<file path="src/rtl/and_tree_sched_pkg.sv">
// Shared types and width helpers for the sequential AND-tree evaluator.
// Holds the FSM state enum, a safe clog2 and the level-offset helper.
package and_tree_sched_pkg;

  typedef enum logic [1:0] {
    IDLE = 2'd0,
    EVAL = 2'd1,
    DONE = 2'd2
  } state_e;

  // Counter width; never below 1 so N=2 still has a real k register.
  function automatic int clog2w(input int n);
    return (n <= 2) ? 1 : $clog2(n);
  endfunction

  // Nodes finished before the level whose width is w:
  // n/2 + n/4 + ... + w collapses to n - w.
  function automatic int lvl_base(input int n, input int w);
    return n - w;
  endfunction

endpackage

</file>
<file path="src/rtl/and_tree_sched_if.sv">
// Request/result bundle of the AND-tree evaluator.
// master drives start/pi, slave returns busy/done/po0.
interface and_tree_sched_if #(
  parameter int N_LEAVES = 8
);
  logic                start;
  logic [N_LEAVES-1:0] pi;
  logic                busy;
  logic                done;
  logic                po0;

  modport master (
    output start, pi,
    input  busy, done, po0
  );

  modport slave (
    input  start, pi,
    output busy, done, po0
  );
endinterface

</file>
<file path="src/rtl/and_tree_sched_node.sv">
// Shared 2-input tree node: y = a & (b ^ inv).
// Ports: a, b operands; inv inverts b (root only); y result.
module and_node (
  input  logic a,
  input  logic b,
  input  logic inv,
  output logic y
);
  assign y = a & (b ^ inv);
endmodule

</file>
<file path="src/rtl/and_tree_sched.sv">
// Sequential AND-tree evaluator: one shared node, one node per cycle.
// Ports: clk, rst (async high), bus (slave: start/pi in; busy/done/po0 out).
module and_tree_sched
  import and_tree_sched_pkg::*;
#(
  parameter int N_LEAVES = 8,
  parameter bit ROOT_INV = 1'b1
) (
  input  logic            clk,
  input  logic            rst,
  and_tree_sched_if.slave bus
);

  localparam int KW = clog2w(N_LEAVES);
  localparam int WW = KW + 1;
  localparam logic [KW-1:0] K_LAST = KW'(N_LEAVES - 2);
  localparam logic [WW-1:0] W_FULL = WW'(N_LEAVES);

  state_e              state_q, state_d;
  logic [KW-1:0]       k_q, k_d;
  logic [WW-1:0]       w_q, w_d;
  logic [N_LEAVES-1:0] scratch_q, scratch_d;
  logic                po0_q, po0_d;

  logic [WW-1:0] base;
  logic [WW-1:0] half;
  logic [KW-1:0] j;
  logic [KW-1:0] ia;
  logic [KW-1:0] ib;
  logic          na, nb, inv, ny;
  logic          last, lvl_end;
  logic          busy_o, done_o;

  // Pair addressing for the current node; in-place since j <= 2j.
  always_comb begin
    base    = WW'(lvl_base(N_LEAVES, int'(w_q)));
    j       = k_q - base[KW-1:0];
    ia      = KW'({j, 1'b0});
    ib      = ia | KW'(1);
    na      = scratch_q[ia];
    nb      = scratch_q[ib];
    half    = w_q >> 1;
    inv     = ROOT_INV && (w_q == WW'(2));
    last    = (k_q == K_LAST);
    lvl_end = ({1'b0, j} == (half - WW'(1)));
  end

  and_node u_node (
    .a  (na),
    .b  (nb),
    .inv(inv),
    .y  (ny)
  );

  always_ff @(posedge clk or posedge rst) begin
    if (rst) begin
      state_q   <= IDLE;
      k_q       <= '0;
      w_q       <= W_FULL;
      scratch_q <= '0;
      po0_q     <= 1'b0;
    end else begin
      state_q   <= state_d;
      k_q       <= k_d;
      w_q       <= w_d;
      scratch_q <= scratch_d;
      po0_q     <= po0_d;
    end
  end

  always_comb begin
    state_d   = state_q;
    k_d       = k_q;
    w_d       = w_q;
    scratch_d = scratch_q;
    po0_d     = po0_q;
    case (state_q)
      IDLE: begin
        if (bus.start) begin
          state_d   = EVAL;
          scratch_d = bus.pi;
          k_d       = '0;
          w_d       = W_FULL;
        end
      end
      EVAL: begin
        scratch_d[j] = ny;
        if (last) begin
          state_d = DONE;
          po0_d   = ny;
        end else begin
          k_d = k_q + KW'(1);
          if (lvl_end) w_d = half;
        end
      end
      DONE:    state_d = IDLE;
      default: state_d = IDLE;
    endcase
  end

  always_comb begin
    busy_o = (state_q == EVAL);
    done_o = (state_q == DONE);
  end

  assign bus.busy = busy_o;
  assign bus.done = done_o;
  assign bus.po0  = po0_q;

endmodule

</file>
<file path="src/flat_wrapper.sv">
// flat-port wrapper written by rule: the top's interface ports become plain ports
module and_tree_sched_flat import and_tree_sched_pkg::*;
#(
  parameter int N_LEAVES = 8,
  parameter bit ROOT_INV = 1'b1
)
  (clk, rst, bus_start, bus_pi, bus_busy, bus_done, bus_po0);
  and_tree_sched_if #(.N_LEAVES(N_LEAVES)) bus_i ();
  input  logic clk;
  input  logic rst;
  input wire logic [$bits(bus_i.start)-1:0] bus_start;
  input wire logic [$bits(bus_i.pi)-1:0] bus_pi;
  output wire logic [$bits(bus_i.busy)-1:0] bus_busy;
  output wire logic [$bits(bus_i.done)-1:0] bus_done;
  output wire logic [$bits(bus_i.po0)-1:0] bus_po0;
  assign bus_i.start = bus_start;
  assign bus_i.pi = bus_pi;
  assign bus_busy = bus_i.busy;
  assign bus_done = bus_i.done;
  assign bus_po0 = bus_i.po0;
  and_tree_sched #(.N_LEAVES(N_LEAVES), .ROOT_INV(ROOT_INV)) u_core (.clk(clk), .rst(rst), .bus(bus_i));
endmodule
</file>
<file path="config.mk">
export PLATFORM = sky130hd
export DESIGN_NAME = and_tree_sched_flat
export DESIGN_NICKNAME = d
export VERILOG_FILES = /design/src/rtl/and_tree_sched_pkg.sv /design/src/rtl/and_tree_sched_if.sv /design/src/rtl/and_tree_sched_node.sv /design/src/rtl/and_tree_sched.sv /design/src/flat_wrapper.sv
export SDC_FILE = /design/constraint.sdc
export NUM_CORES = 1
export LEC_CHECK = 0
export BUFFER_PORTS_ARGS = -buffer_cell sky130_fd_sc_hd__buf_2
export CORE_MARGIN = 3
export CORE_UTILIZATION = 50
export CTS_BUF_LIST = sky130_fd_sc_hd__clkbuf_8
export CTS_CLUSTER_SIZE = 24
export DETAILED_ROUTE_END_ITERATION = 7
export PLACE_DENSITY = 0.7
export SYNTH_ARGS = -nofsm -noshare
export SYNTH_HDL_FRONTEND = slang
export SYNTH_SLANG_ARGS = --single-unit
</file>
<file path="constraint.sdc">
create_clock -name clk -period 2.95 [get_ports clk]
set_clock_uncertainty 0.15 [all_clocks]
set_input_delay 0.295 -clock clk [delete_from_list [all_inputs] [get_ports clk]]
set_output_delay 0.295 -clock clk [all_outputs]
set_load 0.02 [all_outputs]
</file>
==> flow_metrics.py, run 1 <==
metrics = {
    "cells_and_area": {
        "final_common_cell": "dfrtp_1",
        "final_nets": 145,
        "diodes": 0,
        "regArea_um2": 452,
        "drive_gt1_frac": 0.211,
        "stdcell_count": 156,
        "final_cell_mix": "dfrtp_1, buf_2, nand2_1, a21oi_1, inv_1",
        "multi_input_area_um2": 706,
        "fill_cells": 211,
        "area_growth_syn_to_layout_pct": 9.94,
    },
    "routing": {
        "drt_iter0_markers": 18,
        "routedWlPerCell_um": 15.9,
        "ant_nets": 0,
        "drcViolationCount": 0,
        "viasPerCell": 5.81,
        "drt-total-wl_mm": 2.48,
        "routed-via-count": 907,
        "dr.pass1.iters": 4,
    },
    "sta": {
        "tns_ns": 0,
        "hold_viol": 13,
        "worst_pin_slew_ns": 0.697,
        "setup_violations": 0,
        "fmaxAchievable_ghz": 0.376,
        "maxSlewViolCount": 0,
        "period_minus_slack_ns": 2.66,
        "rsz0062_at_grt": "false",
        "holdWs_ns": -0.0135,
        "fin_crit_sh": 0.901,
        "relSlewSlack": 0.533,
    },
    "hold_path": {
        "min_path_type": "primary input to async pin",
    },
    "critical_path": {
        "path_class": "register to register",
        "crit_path_end_kind": "register",
        "required_ns": 2.91,
        "startpoint_type": "register",
        "path_max_fanout": 13,
        "r2r_slack_ns": 0.29,
        "crit_arrival_ns": 2.61,
    },
    "synthesis": {
        "synth_area_per_cell_um2": 10.3,
        "synth_fp_nets": 133,
        "ys_warn_count": 0,
        "yosysTopAreaCell": "dfrtp_1",
        "synthCells": 117,
        "yosysTopAreaCellShare": 0.352,
        "yosysUniqueCellTypes": 38,
        "syn_area_mm2": 0.00121,
        "synthTopCellsByArea": "dfrtp_1, mux2i_1, ha_1, a21oi_1, nand2_1",
        "ys.flop_type": "dfrtp_1",
        "async_reset_ff_frac": 1.00,
        "ys_seq_elements": 18,
        "synth_edf_count": 0,
        "yosysSeqAreaShare": 0.374,
    },
    "die": {
        "core-area_mm2": 0.00225,
        "placement_rows": 17,
        "fp.dieH_um": 55.2,
        "start_util": 0.536,
        "pin_count": 14,
        "chipWidth_um": 55.2,
        "die-area_mm2": 0.00304,
    },
    "global_routing": {
        "grt_pass1_wl_mm": 4.08,
        "grt_usage": 0.191,
        "antenna_found_initial": 0,
        "grt_overflow": 0,
        "first_global_vias": 887,
        "grt_max_degree": 19,
    },
    "place": {
        "dp.cells": 152,
        "dp_hpwl_mm": 1.83,
        "routabilityCongestion": 0.789,
        "io_buffers": 13,
    },
    "pwr": {
        "p_leak_nw": 0.653,
        "peakVddDrop_mv": 0.601,
        "powerDensity_mw_per_mm2": 1250,
    },
    "clock_tree": {
        "cts_tree": "yes",
        "clkSinkCount": 18,
        "postCtsSetupBuffers": 0,
        "cts_buffers": 3,
        "clk-insertion-delay-late_ns": 0.25,
        "clk_path_buf_depth": 2,
        "path_clk_slew_ns": 0.07,
        "cts_root_buffer": "clkbuf_8",
        "holdBufCountCts": 0,
        "htree_levels": 1,
    },
    "run": {
        "cap_viol_max_count": 0,
    },
    "outcome": {
        "violations": "negative hold slack",
        "status": "complete, but fails checks",
    },
}
-- cell usage after synthesis (all sizes together) (2+ instances only) --
cell type  count
nand2         12
inv            7
ha             4
nor3           2
a21oi          9
o311a          4
o211a          4
xnor2          3
mux2i          7
o21ai          8
xnor3          2
or3b           2
nand3          4
buf            2
nor2           4
o31ai          4
clkbuf         4
nand3b         2
dfrtp         17
nor2b          2
-- cell families after synthesis --
| kind of cell | count (synthesis) | share of synthesized area |
|---|---|---|
| AND/OR/NAND/NOR | 35 | 0.187 |
| XOR/XNOR | 7 | 0.0880 |
| AO/OA/AOI/OAI | 31 | 0.181 |
| flip-flops | 18 | 0.374 |
| multiplexers | 8 | 0.0673 |
| adder cells (fa/ha/maj) | 5 | 0.0580 |
| buffers and inverters | 13 | 0.0445 |
-- state kept, by name (all words and copies together) (netlist names) --
register          flops
u_core.w_q            4
u_core.scratch_q      8
u_core.k_q            3
u_core.bus.po0        1
u_core.state_q        2
-- layer usage --
layer / vias up / part of all wire / GRT usage
met1: 437 / 0.45 / 0.248
met2: 14 / 0.50 / 0.323
met4: 0 / 0.0097 / 0.0607
met3: 4 / 0.035 / 0.0322
li1: 452 / - / -
met5: - / 0 / 0
-- power breakdown --
| part | internal [mW] | total [mW] | switching [mW] |
|---|---|---|---|
| logic | 0.460 | 1.03 | 0.569 |
| registers | 0.352 | 0.459 | 0.107 |
| clock network | 0.0922 | 0.169 | 0.0765 |
-- critical path: stages (launching register included) --
cell	delay, ns
dfrtp_1	0.41
ha_1	0.17
inv_1	0.05
fa_2	0.71
or4bb_1	0.59
o211a_1	0.25
a21oi_1	0.11
o31ai_1	0.09
-- layout make-up --
cell class                      instances  share of cell area
Multi-Input combinational cell         86               0.531
Clock inverter                          1             0.00282
Inverter                                7              0.0198
Sequential cell                        18               0.340
Timing Repair Buffer                   13              0.0490
Tap cell                               28              0.0264
Clock buffer                            3              0.0311
-- stage by stage --
step	util	instance area, µm²	hold WS, ns	worst slack (ns)	power (mW)
floorplan	-	1210	0.0828	0.577	1.29
global placement	0.568	1280	0.282	0.264	1.44
detailed placement	0.568	1280	0.283	0.179	1.49
CTS	0.588	1330	0.00827	0.167	1.66
global route	0.589	1330	0.0415	0.131	1.80
finish	0.589	1330	-0.0135	0.291	1.66
-- what timing repair did --
| action | 4_1_cts | 5_1_grt |
|---|---|---|
| gates resized for setup | 0 | 1 |
| endpoints found under the hold margin | 0 | 0 |
| endpoints found under the setup margin | 0 | 2 |
-- final timing paths --
kind / startpoint / to / cells after the start
hold reg to reg: u_core.bus.po0 / u_core.bus.po0 / 2
min in group clk: bus_pi[5] / u_core.scratch_q[5] / 3
hold / removal: rst / u_core.state_q[0] / 2
setup / recovery: u_core.w_q[0] / u_core.scratch_q[4] / 7
max in group asynchronous: rst / u_core.scratch_q[0] / 2
setup reg to reg: u_core.w_q[0] / u_core.scratch_q[4] / 7
Note: power is estimated with default switching activity, not from simulation.
==> run 2, diff against run 1 <==
clock period = 3.2 ns   (was 2.95 ns; I/O delays follow)
==> run 2 against run 1 <==
Effect of this change:
- the run now ends clean
- total power decreased by 8.1%
- global-route usage unchanged
- clock power decreased by 7%
- cell count unchanged
==> flow_metrics.py, run 2 (synthesis results as in run 1) <==
metrics = {
    "sta": {
        "setup_violations": 0,
        "period_minus_slack_ns": 2.79,
        "tns_ns": 0,
        "hold_viol": 0,
        "fin_ws_ns": 0.409,
        "relSlewSlack": 0.532,
        "maxSlewViolCount": 0,
        "fin_crit_sh": 0.872,
        "holdWs_ns": 0.0113,
        "worst_pin_slew_ns": 0.699,
        "rsz0062_at_grt": "false",
        "fmaxAchievable_ghz": 0.358,
    },
    "critical_path": {
        "path_class": "register to register",
        "crit_path_end_kind": "register",
        "required_ns": 3.16,
        "crit_arrival_ns": 2.75,
        "path_max_fanout": 13,
        "startpoint_type": "register",
    },
    "clock_tree": {
        "cts_buffers": 3,
        "post_cts_resized": 0,
        "path_clk_slew_ns": 0.07,
        "holdBufCountCts": 0,
        "postCtsSetupBuffers": 0,
        "clkSinkCount": 18,
        "cts_root_buffer": "clkbuf_8",
        "htree_levels": 1,
        "clk_path_buf_depth": 2,
        "cts_tree": "yes",
        "clk-insertion-delay-late_ns": 0.25,
    },
    "pwr": {
        "sw_frac_of_total": 0.456,
        "combPwrFrac": 0.619,
        "p_leak_nw": 0.652,
        "powerDensity_mw_per_mm2": 1150,
        "pwr-share-clk": 0.103,
        "p_sw_mw": 0.694,
        "seq_power_share": 0.278,
        "peakVddDrop_mv": 0.557,
        "intPower_mw": 0.829,
    },
    "die": {
        "chipWidth_um": 55.2,
        "fp.dieH_um": 55.2,
        "placement_rows": 17,
        "die-area_mm2": 0.00304,
        "core-area_mm2": 0.00225,
        "pin_count": 14,
        "start_util": 0.536,
    },
    "place": {
        "routabilityCongestion": 0.789,
        "postPlaceCellArea_mm2": 0.00128,
        "place_ws_ns": 0.429,
        "io_buffers": 13,
        "dp_hpwl_mm": 1.83,
    },
    "global_routing": {
        "grt-busiest-layer": "met2",
        "globalRouteMet3Util": 0.0322,
        "grt_usage": 0.191,
        "grt_max_degree": 19,
        "grt_overflow": 0,
        "met2_usage": 0.323,
        "grt_pass1_wl_mm": 4.08,
        "grtUsageMet1": 0.248,
        "first_global_vias": 887,
        "antenna_found_initial": 0,
    },
    "cells_and_area": {
        "final_cell_mix": "dfrtp_1, buf_2, nand2_1, a21oi_1, inv_1",
        "drive_gt1_frac": 0.203,
        "final_common_cell": "dfrtp_1",
        "final_nets": 145,
        "top_register": "u_core.scratch_q",
        "post-route-util": 0.588,
        "reg_top3": "u_core.scratch_q x8, u_core.w_q x4, u_core.k_q x3",
        "largest_reg_flops": 8,
        "diodes": 0,
        "area_growth_syn_to_layout_pct": 9.73,
        "finalInstanceArea_mm2": 0.00133,
        "fill_cells": 212,
    },
    "outcome": {
        "status": "completed",
    },
    "routing": {
        "ant_nets": 0,
        "drt-total-wl_mm": 2.49,
        "viasPerCell": 5.88,
        "drcViolationCount": 0,
        "routed-via-count": 917,
        "routedWlPerCell_um": 16.0,
        "drt_iter0_markers": 18,
        "dr.pass1.iters": 4,
    },
    "hold_path": {
        "min_path_type": "primary input to async pin",
    },
    "run": {
        "cap_viol_max_count": 0,
    },
}
==> run 2: cell type report <==
class	count	area, µm²	share of cell area
Timing Repair Buffer	13	65.1	0.0491
Inverter	7	26.3	0.0198
Clock buffer	3	41.3	0.0311
Sequential cell	18	452	0.341
Multi-Input combinational cell	86	703	0.530
Clock inverter	1	3.75	0.00283
Tap cell	28	35.0	0.0264
==> run 2: through the flow <==
step	power, mW	instances
2_1_floorplan	1.19	117
3_3_place_gp	1.33	152
3_5_place_dp	1.37	152
4_1_cts	1.53	156
5_1_grt	1.65	156
6_report	1.52	156
==> run 2: power groups by stage <==
stage	clock network [mW]	logic, mW	registers [mW]
6_report	0.157	0.943	0.423
4_1_cts	0.161	0.949	0.421
5_1_grt	0.175	1.05	0.434
3_5_place_dp	0	0.948	0.425
2_1_floorplan	0	0.807	0.380
3_3_place_gp	0	0.909	0.420
==> run 2: worst max-delay path, stage by stage (launching register included) <==
cell	delay [ns]
dfrtp_1	0.41
ha_1	0.17
inv_1	0.05
fa_1	0.83
or4bb_1	0.61
o211a_1	0.25
a21oi_1	0.11
o31ai_1	0.09
==> run 2: path summary, 6_finish.rpt <==
path / from / to / slack (ns) / depth (start not counted)
min in group clk: bus_pi[5] / u_core.scratch_q[5] / 0.13 / 3
worst max register to register: u_core.w_q[0] / u_core.scratch_q[4] / 0.41 / 7
worst max-delay path: u_core.w_q[0] / u_core.scratch_q[4] / 0.41 / 7
worst min register to register: u_core.bus.po0 / u_core.bus.po0 / 0.36 / 2
worst min-delay path: rst / u_core.state_q[0] / 0.01 / 2
max in group asynchronous: rst / u_core.scratch_q[0] / 2.44 / 2
==> run 2: per-layer routing <==
layer / part of all wire / vias up
met5: 0 / -
met4: 0.0096 / 0
met3: 0.035 / 4
met2: 0.50 / 14
met1: 0.45 / 446
li1: - / 453
==> run 3, diff against run 2 <==
CAP_MARGIN = 5   (was not set)
CORE_MARGIN = not set   (was 3)
==> run 3 against run 2 <==
Effect of this change:
- via count fell by 0.55%
- first-iteration DRC count increased by 61%
- non-clock buffer count unchanged
- global-route usage grew 2.9 points
- setup slack improved by 0.026 ns
- clock power up 18%
- total power up 1.8%
- critical path type unchanged
- fmax is 0.96% higher
- core utilization rose by 0.44 points
- largest cell class unchanged
- worst hold slack worse by 0.0023 ns
- combinational power barely moved
==> flow_metrics.py, run 3 (synthesis results as in run 1) <==
metrics = {
    "global_routing": {
        "antenna_found_initial": 0,
        "grt_max_degree": 19,
        "grt_pass1_wl_mm": 4.17,
        "grt_overflow": 0,
        "first_global_vias": 903,
        "grt_usage": 0.220,
    },
    "place": {
        "routabilityCongestion": 0.794,
        "io_buffers": 13,
        "dp.cells": 152,
        "dp_hpwl_mm": 1.76,
        "postPlaceCellArea_mm2": 0.00128,
        "place_ws_ns": 0.445,
    },
    "critical_path": {
        "startpoint_type": "register",
        "crit_path_end_kind": "register",
        "path_class": "register to register",
        "crit_arrival_ns": 2.73,
        "path_max_fanout": 13,
        "required_ns": 3.17,
    },
    "routing": {
        "viasPerCell": 5.85,
        "drt-total-wl_mm": 2.45,
        "met2_length_mm": 1.19,
        "dr_wl_met3_um": 127,
        "met1_length_mm": 1.10,
        "top_layer_used": "met4",
        "drt_iter0_markers": 29,
        "drcViolationCount": 0,
        "routed-via-count": 912,
        "dr.pass1.iters": 4,
        "ant_nets": 0,
        "routedWlPerCell_um": 15.7,
    },
    "clock_tree": {
        "path_clk_slew_ns": 0.07,
        "clk_path_buf_depth": 2,
        "htree_levels": 1,
        "clk-insertion-delay-late_ns": 0.26,
        "cts_root_buffer": "clkbuf_8",
        "postCtsSetupBuffers": 0,
        "post_cts_resized": 0,
        "holdBufCountCts": 0,
        "cts_tree": "yes",
        "cts_buffers": 3,
        "clkSinkCount": 18,
    },
    "run": {
        "cap_viol_max_count": 0,
    },
    "sta": {
        "tns_ns": 0,
        "setup_violations": 0,
        "period_minus_slack_ns": 2.76,
        "fin_ws_ns": 0.435,
        "relSlewSlack": 0.540,
        "worst_pin_slew_ns": 0.689,
        "fmaxAchievable_ghz": 0.362,
        "rsz0062_at_grt": "false",
        "maxSlewViolCount": 0,
        "hold_viol": 0,
        "holdWs_ns": 0.00902,
        "fin_crit_sh": 0.864,
    },
    "cells_and_area": {
        "diodes": 0,
        "post-route-util": 0.593,
        "final_cell_mix": "dfrtp_1, buf_2, nand2_1, a21oi_1",
        "largest_reg_flops": 8,
        "stdcell_count": 156,
        "area_growth_syn_to_layout_pct": 10.6,
        "drive_gt1_frac": 0.211,
        "reg_top3": "u_core.scratch_q x8, u_core.w_q x4, u_core.k_q x3",
        "finalInstanceArea_mm2": 0.00134,
        "final_common_cell": "dfrtp_1",
        "final_nets": 145,
        "top_register": "u_core.scratch_q",
    },
    "die": {
        "die-area_mm2": 0.00262,
        "pin_count": 14,
        "chipWidth_um": 51.2,
        "fp.dieH_um": 51.2,
        "placement_rows": 17,
        "start_util": 0.536,
        "core-area_mm2": 0.00225,
    },
    "hold_path": {
        "min_path_type": "primary input to async pin",
    },
    "outcome": {
        "status": "completed",
    },
    "pwr": {
        "p_leak_nw": 0.654,
        "powerDensity_mw_per_mm2": 1160,
        "totalPowerFinal_mw": 1.55,
        "peakVddDrop_mv": 0.611,
    },
}
## run 3: area by class of cell
cell class / count / area (µm²)
clock buffer: 4 / 55.1
sequential: 18 / 452
fill: 200 / 918
multi-input combinational: 86 / 703
timing repair buffer: 13 / 65.1
tap: 28 / 35.0
inverter: 7 / 26.3
## run 3: layer usage
layer	up-vias	GRT usage
li1	446	-
met1	434	0.287
met2	27	0.364
met3	5	0.0387
met4	0	0.0787
met5	-	0
## run 3: final timing paths
path / startpoint / to / slack (ns) / cells after the start
worst max-delay path: u_core.w_q[0] / u_core.scratch_q[0] / 0.44 / 7
worst min-delay path: rst / u_core.k_q[2] / 0.009 / 2
worst max register to register: u_core.w_q[0] / u_core.scratch_q[0] / 0.44 / 7
worst min register to register: u_core.bus.po0 / u_core.bus.po0 / 0.35 / 2
max in group asynchronous: rst / u_core.scratch_q[0] / 2.45 / 2
min in group clk: bus_pi[5] / u_core.scratch_q[5] / 0.13 / 3
## run 3: where the power goes
group	switching (mW)	leakage [nW]	total, mW	internal (mW)
clock network	0.0764	0.0288	0.186	0.109
registers	0.0965	0.228	0.421	0.324
logic	0.526	0.397	0.944	0.419
## run 3: worst max-delay path, cell delays in order, from the launching register on
cell,delay [ns]
dfrtp_1,0.40
ha_1,0.17
inv_1,0.05
fa_1,0.81
mux2i_1,0.28
xnor2_1,0.11
a32oi_2,0.49
o31ai_1,0.16
